`src/rtl/muldiv_unit_pkg.sv`:
```
// Shared types for the execute-stage multiply/divide unit.
// Op encoding matches the RV32M funct3 field.
package common;

    typedef enum logic [2:0] {
        MD_MUL    = 3'd0,
        MD_MULH   = 3'd1,
        MD_MULHSU = 3'd2,
        MD_MULHU  = 3'd3,
        MD_DIV    = 3'd4,
        MD_DIVU   = 3'd5,
        MD_REM    = 3'd6,
        MD_REMU   = 3'd7
    } muldiv_op_t;

    typedef enum logic [1:0] {
        S_IDLE = 2'd0,
        S_CALC = 2'd1,
        S_DONE = 2'd2
    } muldiv_state_t;

endpackage

```
`src/rtl/muldiv_unit.sv`:
```
// Iterative RV32M multiply/divide unit with valid/ready handshake.
// Shift-add multiply and restoring divide share one 2*XLEN accumulator.
import common::*;

module muldiv_unit #(
    parameter int XLEN           = 32,
    parameter int BITS_PER_CYCLE = 1
) (
    input  logic            clk,
    input  logic            reset,
    input  logic            flush,
    input  logic            in_valid,
    output logic            in_ready,
    input  muldiv_op_t      control,
    input  logic [XLEN-1:0] left_operand,
    input  logic [XLEN-1:0] right_operand,
    output logic            out_valid,
    input  logic            out_ready,
    output logic [XLEN-1:0] result,
    output logic            zero_flag,
    output logic            div_by_zero,
    output logic            overflow
);

    localparam int N  = XLEN / BITS_PER_CYCLE;
    localparam int CW = (N > 1) ? $clog2(N) : 1;

    muldiv_state_t     state, state_next;
    muldiv_op_t        op_q;
    logic [XLEN-1:0]   mreg;
    logic [2*XLEN-1:0] acc;
    logic [CW-1:0]     cnt;
    logic              neg_q, rneg_q;
    logic [XLEN-1:0]   result_q;
    logic              dbz_q, ovf_q;

    logic              accept, a_signed, b_signed;
    logic              a_neg, b_neg, dz, ov, fast;
    logic [XLEN-1:0]   mag_a, mag_b, fast_res, fin_res;
    logic [2*XLEN-1:0] step, prod;
    logic [XLEN:0]     sum, rem_sh, diff;
    logic [XLEN-1:0]   quo, rem;

    assign in_ready    = (state == S_IDLE) && !flush;
    assign out_valid   = (state == S_DONE);
    assign result      = result_q;
    assign zero_flag   = (result_q == '0);
    assign div_by_zero = dbz_q;
    assign overflow    = ovf_q;
    assign accept      = in_valid && in_ready;

    always_comb begin
        a_signed = (control == MD_MULH) || (control == MD_MULHSU) ||
                   (control == MD_DIV)  || (control == MD_REM);
        b_signed = (control == MD_MULH) || (control == MD_DIV) ||
                   (control == MD_REM);
        a_neg    = a_signed && left_operand[XLEN-1];
        b_neg    = b_signed && right_operand[XLEN-1];
        mag_a    = a_neg ? -left_operand : left_operand;
        mag_b    = b_neg ? -right_operand : right_operand;
        dz       = control[2] && (right_operand == '0);
        ov       = (control == MD_DIV || control == MD_REM) &&
                   (left_operand == {1'b1, {(XLEN-1){1'b0}}}) &&
                   (&right_operand);
        fast     = dz || ov;
        fast_res = '0;
        if (dz)
            fast_res = control[1] ? left_operand : '1;
        else if (ov)
            fast_res = control[1] ? '0 : left_operand;
    end

    // One CALC iteration retires BITS_PER_CYCLE multiplier or quotient bits.
    always_comb begin
        step   = acc;
        sum    = '0;
        rem_sh = '0;
        diff   = '0;
        for (int i = 0; i < BITS_PER_CYCLE; i++) begin
            if (op_q[2]) begin
                rem_sh = step[2*XLEN-1:XLEN-1];
                diff   = rem_sh - {1'b0, mreg};
                if (!diff[XLEN])
                    step = {diff[XLEN-1:0], step[XLEN-2:0], 1'b1};
                else
                    step = {rem_sh[XLEN-1:0], step[XLEN-2:0], 1'b0};
            end else begin
                sum  = {1'b0, step[2*XLEN-1:XLEN]} +
                       (step[0] ? {1'b0, mreg} : '0);
                step = {sum, step[XLEN-1:1]};
            end
        end
    end

    always_comb begin
        prod    = neg_q ? -step : step;
        quo     = neg_q ? -step[XLEN-1:0] : step[XLEN-1:0];
        rem     = rneg_q ? -step[2*XLEN-1:XLEN] : step[2*XLEN-1:XLEN];
        fin_res = '0;
        unique case (op_q)
            MD_MUL:                      fin_res = prod[XLEN-1:0];
            MD_MULH, MD_MULHSU, MD_MULHU: fin_res = prod[2*XLEN-1:XLEN];
            MD_DIV, MD_DIVU:             fin_res = quo;
            MD_REM, MD_REMU:             fin_res = rem;
            default:                     fin_res = '0;
        endcase
    end

    always_comb begin
        state_next = state;
        unique case (state)
            S_IDLE: if (accept) state_next = fast ? S_DONE : S_CALC;
            S_CALC: if (cnt == '0) state_next = S_DONE;
            S_DONE: if (out_ready) state_next = S_IDLE;
            default: state_next = S_IDLE;
        endcase
        if (flush)
            state_next = S_IDLE;
    end

    always_ff @(posedge clk or posedge reset) begin
        if (reset)
            state <= S_IDLE;
        else
            state <= state_next;
    end

    always_ff @(posedge clk or posedge reset) begin
        if (reset) begin
            op_q     <= MD_MUL;
            mreg     <= '0;
            acc      <= '0;
            cnt      <= '0;
            neg_q    <= 1'b0;
            rneg_q   <= 1'b0;
            result_q <= '0;
            dbz_q    <= 1'b0;
            ovf_q    <= 1'b0;
        end else if (flush) begin
            dbz_q <= 1'b0;
            ovf_q <= 1'b0;
        end else if (accept) begin
            op_q   <= control;
            neg_q  <= a_neg ^ b_neg;
            rneg_q <= a_neg;
            cnt    <= CW'(N - 1);
            dbz_q  <= dz;
            ovf_q  <= ov;
            if (control[2]) begin
                acc  <= {{XLEN{1'b0}}, mag_a};
                mreg <= mag_b;
            end else begin
                acc  <= {{XLEN{1'b0}}, mag_b};
                mreg <= mag_a;
            end
            if (fast)
                result_q <= fast_res;
        end else if (state == S_CALC) begin
            acc <= step;
            if (cnt == '0)
                result_q <= fin_res;
            else
                cnt <= cnt - 1'b1;
        end
    end

endmodule
```
`config.mk`:
```
export PLATFORM = sky130hd
export DESIGN_NAME = muldiv_unit
export DESIGN_NICKNAME = d
export VERILOG_FILES = /design/src/rtl/muldiv_unit_pkg.sv /design/src/rtl/muldiv_unit.sv
export SDC_FILE = /design/constraint.sdc
export NUM_CORES = 1
export LEC_CHECK = 0
export ABC_AREA = 1
export CORE_UTILIZATION = 28
export DETAILED_ROUTE_END_ITERATION = 8
export PLACE_DENSITY = 0.41
export SLEW_MARGIN = 20
export SYNTH_ARGS = -nofsm -noshare
export SYNTH_HDL_FRONTEND = slang
export SYNTH_SLANG_ARGS = --single-unit
```
`constraint.sdc`:
```
create_clock -name clk -period 5.35 [get_ports clk]
set_input_delay 0.8025 -clock clk [delete_from_list [all_inputs] [get_ports clk]]
set_output_delay 0.8025 -clock clk [all_outputs]
set_load 0.02 [all_outputs]
```
==> summary.md <==
| Metric | Value |
|---|---|
| Status | finished clean |
| Total nets after synthesis | 3283 |
| Largest net degree at the start of global routing | 80 |
| Avg Vias per Cell | 5.21 |
| Most used DFF post-synth | dfrtp_1 |
| Post-Route Setup TNS | 0 ns |
| Final hold vios | 0 |
| Critical Path RT | 5.74 ns |
| Register Area | 3560 um^2 |
| FFs w/ async S/R, synth | 100% |
| Initial Utilization | 28.6% |
| Root Buffer | clkbuf_16 |
| Die Area | 65900 um^2 |
| DRT Pass-1 Iters | 6 |
| Post-route clock skew | 0.0192 ns |
| Max_cap viols | 0 |
| CP Launch Type | flip-flop |
| # setup viols final | 0 |
| Post-Synthesis Cell Area | 18200 um^2 |
| Sequential area share after synthesis | 19.6% |
| Cells after synthesis | 3138 |
| CTS tree | yes |
| Routed wire per std cell | 23.8 um |
| Clk_lat worst skew | 0.50 ns |
| Final net count | 3386 |
| CP max FO | 20 |
| Initial DRC Count | 2003 |
| Max_slew headroom | 33.3% |
| Core Box Area | 63500 um^2 |
| First-pass GRT wire length | 142000 um |
| Critical Path AT | 5.31 ns |
| Vias | 21.4k |
| Slew at the pin with the worst max-slew slack | 0.995 ns |
| Peak supply drop | 289 uV |
| Pre-CTS setup slack | 0.501 ns |
| DIE WIDTH | 257 um |
| Vias in the first global route | 20.5k |
| Hold_ws | 0.493 ns |
| Mean post-synth cell area | 5.79 um^2 |
| GP Congestion | 0.960 |
| Finished Layout Cells | 4101 |
| GR Util All Layers | 29.5% |
| Initial antenna violation count | 2 |
| Area grow syn2layout | 16.0% |
| FILL cells | 7227 |
| Drt total wl | 97800 um |
| Num CTS Buffers | 17 |
| Row cnt | 92 |
| Drt drc | 0 |
| Critical path class | flip-flop to flip-flop |
| Final Max Slew Viols | 0 |
| Leakage | 11.0 nW |
| Htree depth | 4 |
| Pwr/cell area | 816 nW/um^2 |
| Global route overflow | 0 |
| Clock Tree Buf Depth | 2 |
| Post-route worst setup slack | 0.421 ns |
| Num ports | 109 |
| EDFF count, synth | 0 |
| Post-placement cell count | 4068 |
| CTS Hold Bufs | 0 |
| RSZ-0062 raised after global routing | false |
| Count of cell types in the netlist | 58 |
| Syn. warnings | 0 |
| Footprint of the multi-input gates | 12200 um^2 |
| R2R Setup Slk | 0.42 ns |
| Max Fclk | 203 MHz |
| CP Capture Type | flip-flop |
| Synth Register Bits | 142 |
| CTS Sinks | 142 |
| Port Buffers | 108 |
| CTS clock-pin slew for the worst setup and hold paths | 0.08 ns |
| Layout cells sized above 1 | 8.05% |
| Dpl hpwl | 80500 um |
| Final min period | 4.93 ns |
| Final ANT Viol Nets | 0 |
| Final worst path period share | 92.1% |
| Die Y | 257 um |
| Hold Crit Class | flip-flop to flip-flop |
layout make-up:
cell class	instances	area share, %
inverter	521	9.31
timing repair buffer	184	7.96
sequential	142	16.9
clock inverter	13	0.844
antenna	1	0.0119
tap	846	5.03
clock buffer	19	2.10
multi-input combinational	2375	57.8
synth_stat cells (all sizes together), types with 34 or more instances:
cell type,count,area [um^2]
dfrtp,142,3550
nor2,300,1230
nand4,39,244
ha,71,888
xor2,82,718
a22oi,34,260
inv,517,1940
clkbuf,59,221
nand3,244,1270
buf,41,282
o22ai,34,213
a21oi,158,851
nand2,1026,4030
o21ai,192,995
metal layers:
layer,vias up,wire [um],global-route usage (%)
met5,-,11,0
met4,2,3080,9.72
met3,111,5160,3.08
met2,810,47300,50.9
met1,10221,42200,38.1
li1,10227,-,-
critical path, stage by stage (launching register included):
cell and delay (ns):
dfrtp_1 0.76, buf_12 0.25, nand2_1 0.07, inv_1 0.07
ha_1 0.30, a21oi_1 0.45, o21ai_0 0.29, a21oi_1 0.28
nand2_1 0.17, nand3_1 0.15, nand2_1 0.07, nand2_1 0.12
nand3_1 0.09, nand2_1 0.37, nand2_2 0.11, nor2_2 0.13
nand2_1 0.11, nor2_2 0.13, nand2_1 0.06, nand2_1 0.09
nor2_1 0.06, o21ai_1 0.29, nand2_1 0.18, nand2_1 0.12
a21oi_2 0.06
state kept, by name, summed over array words and instances (netlist names):
name / count
acc: 64
cnt: 5
div_by_zero: 1
mreg: 32
neg_q: 1
op_q: 3
overflow: 1
result: 32
rneg_q: 1
state: 2
path summary, 6_finish.rpt:
kind | endpoint | cells after the start | from
max in group asynchronous | acc[40] | 3 | reset
min in group asynchronous | cnt[1] | 2 | reset
max reg2reg | result[29] | 24 | acc[0]
max | result[29] | 24 | acc[0]
min reg2reg | cnt[4] | 1 | cnt[4]
min | cnt[4] | 1 | cnt[4]
placed cells by master, fill, tap and decap left out, types with 18 or more instances in the layout:
cell / Yosys / final
buf_4: 7 / 74
nor2_2: 28 / 30
nand2_2: 46 / 48
ha_1: 71 / 71
o21ai_0: 171 / 169
clkdlybuf4s50_1: 0 / 108
nor2_1: 268 / 266
xor2_1: 82 / 82
dfrtp_1: 142 / 140
nor3_1: 24 / 24
nand4_1: 39 / 39
xnor2_1: 18 / 18
a22oi_1: 33 / 33
nand2_1: 971 / 969
a21oi_1: 146 / 146
inv_1: 508 / 507
o22ai_1: 34 / 34
nand3b_1: 18 / 18
nand3_1: 234 / 233
o211ai_1: 23 / 23
report_power, final:
| part | internal, mW | switching [mW] |
|---|---|---|
| clock network | 0.757 | 0.619 |
| registers | 1.54 | 0.594 |
| logic | 3.93 | 9.74 |
metrics by stage:
| step | utilization, % | area (um^2) | power, mW |
|---|---|---|---|
| floorplan | - | 18200 | 10.3 |
| global placement | 32.1 | 20400 | 15.7 |
| detailed placement | 32.1 | 20400 | 15.6 |
| CTS | 33.1 | 21000 | 17.0 |
| global route | 33.1 | 21100 | 18.4 |
| finish | 33.1 | 21100 | 17.2 |
repair_timing:
item                       in CTS  in global routing
setup buffers                   0                  0
resized for setup               0                  2
setup endpoints to repair       0                  3
cells by family (layout without fill, tap and decap cells):
kind of cell,after synthesis,after routing,synth area share (%)
and+or+nand+nor,1693,1693,40.3
buffers and inverters,621,737,13.5
AOI/OAI and AO/OA,508,508,16.6
DFF,142,142,19.6
xor gates and xnor gates,100,100,4.82
adders and majority gates,73,73,5.11
muxes,1,1,0.0551
other,0,1,0
No activity file was read; power rests on OpenSTA's default activity.
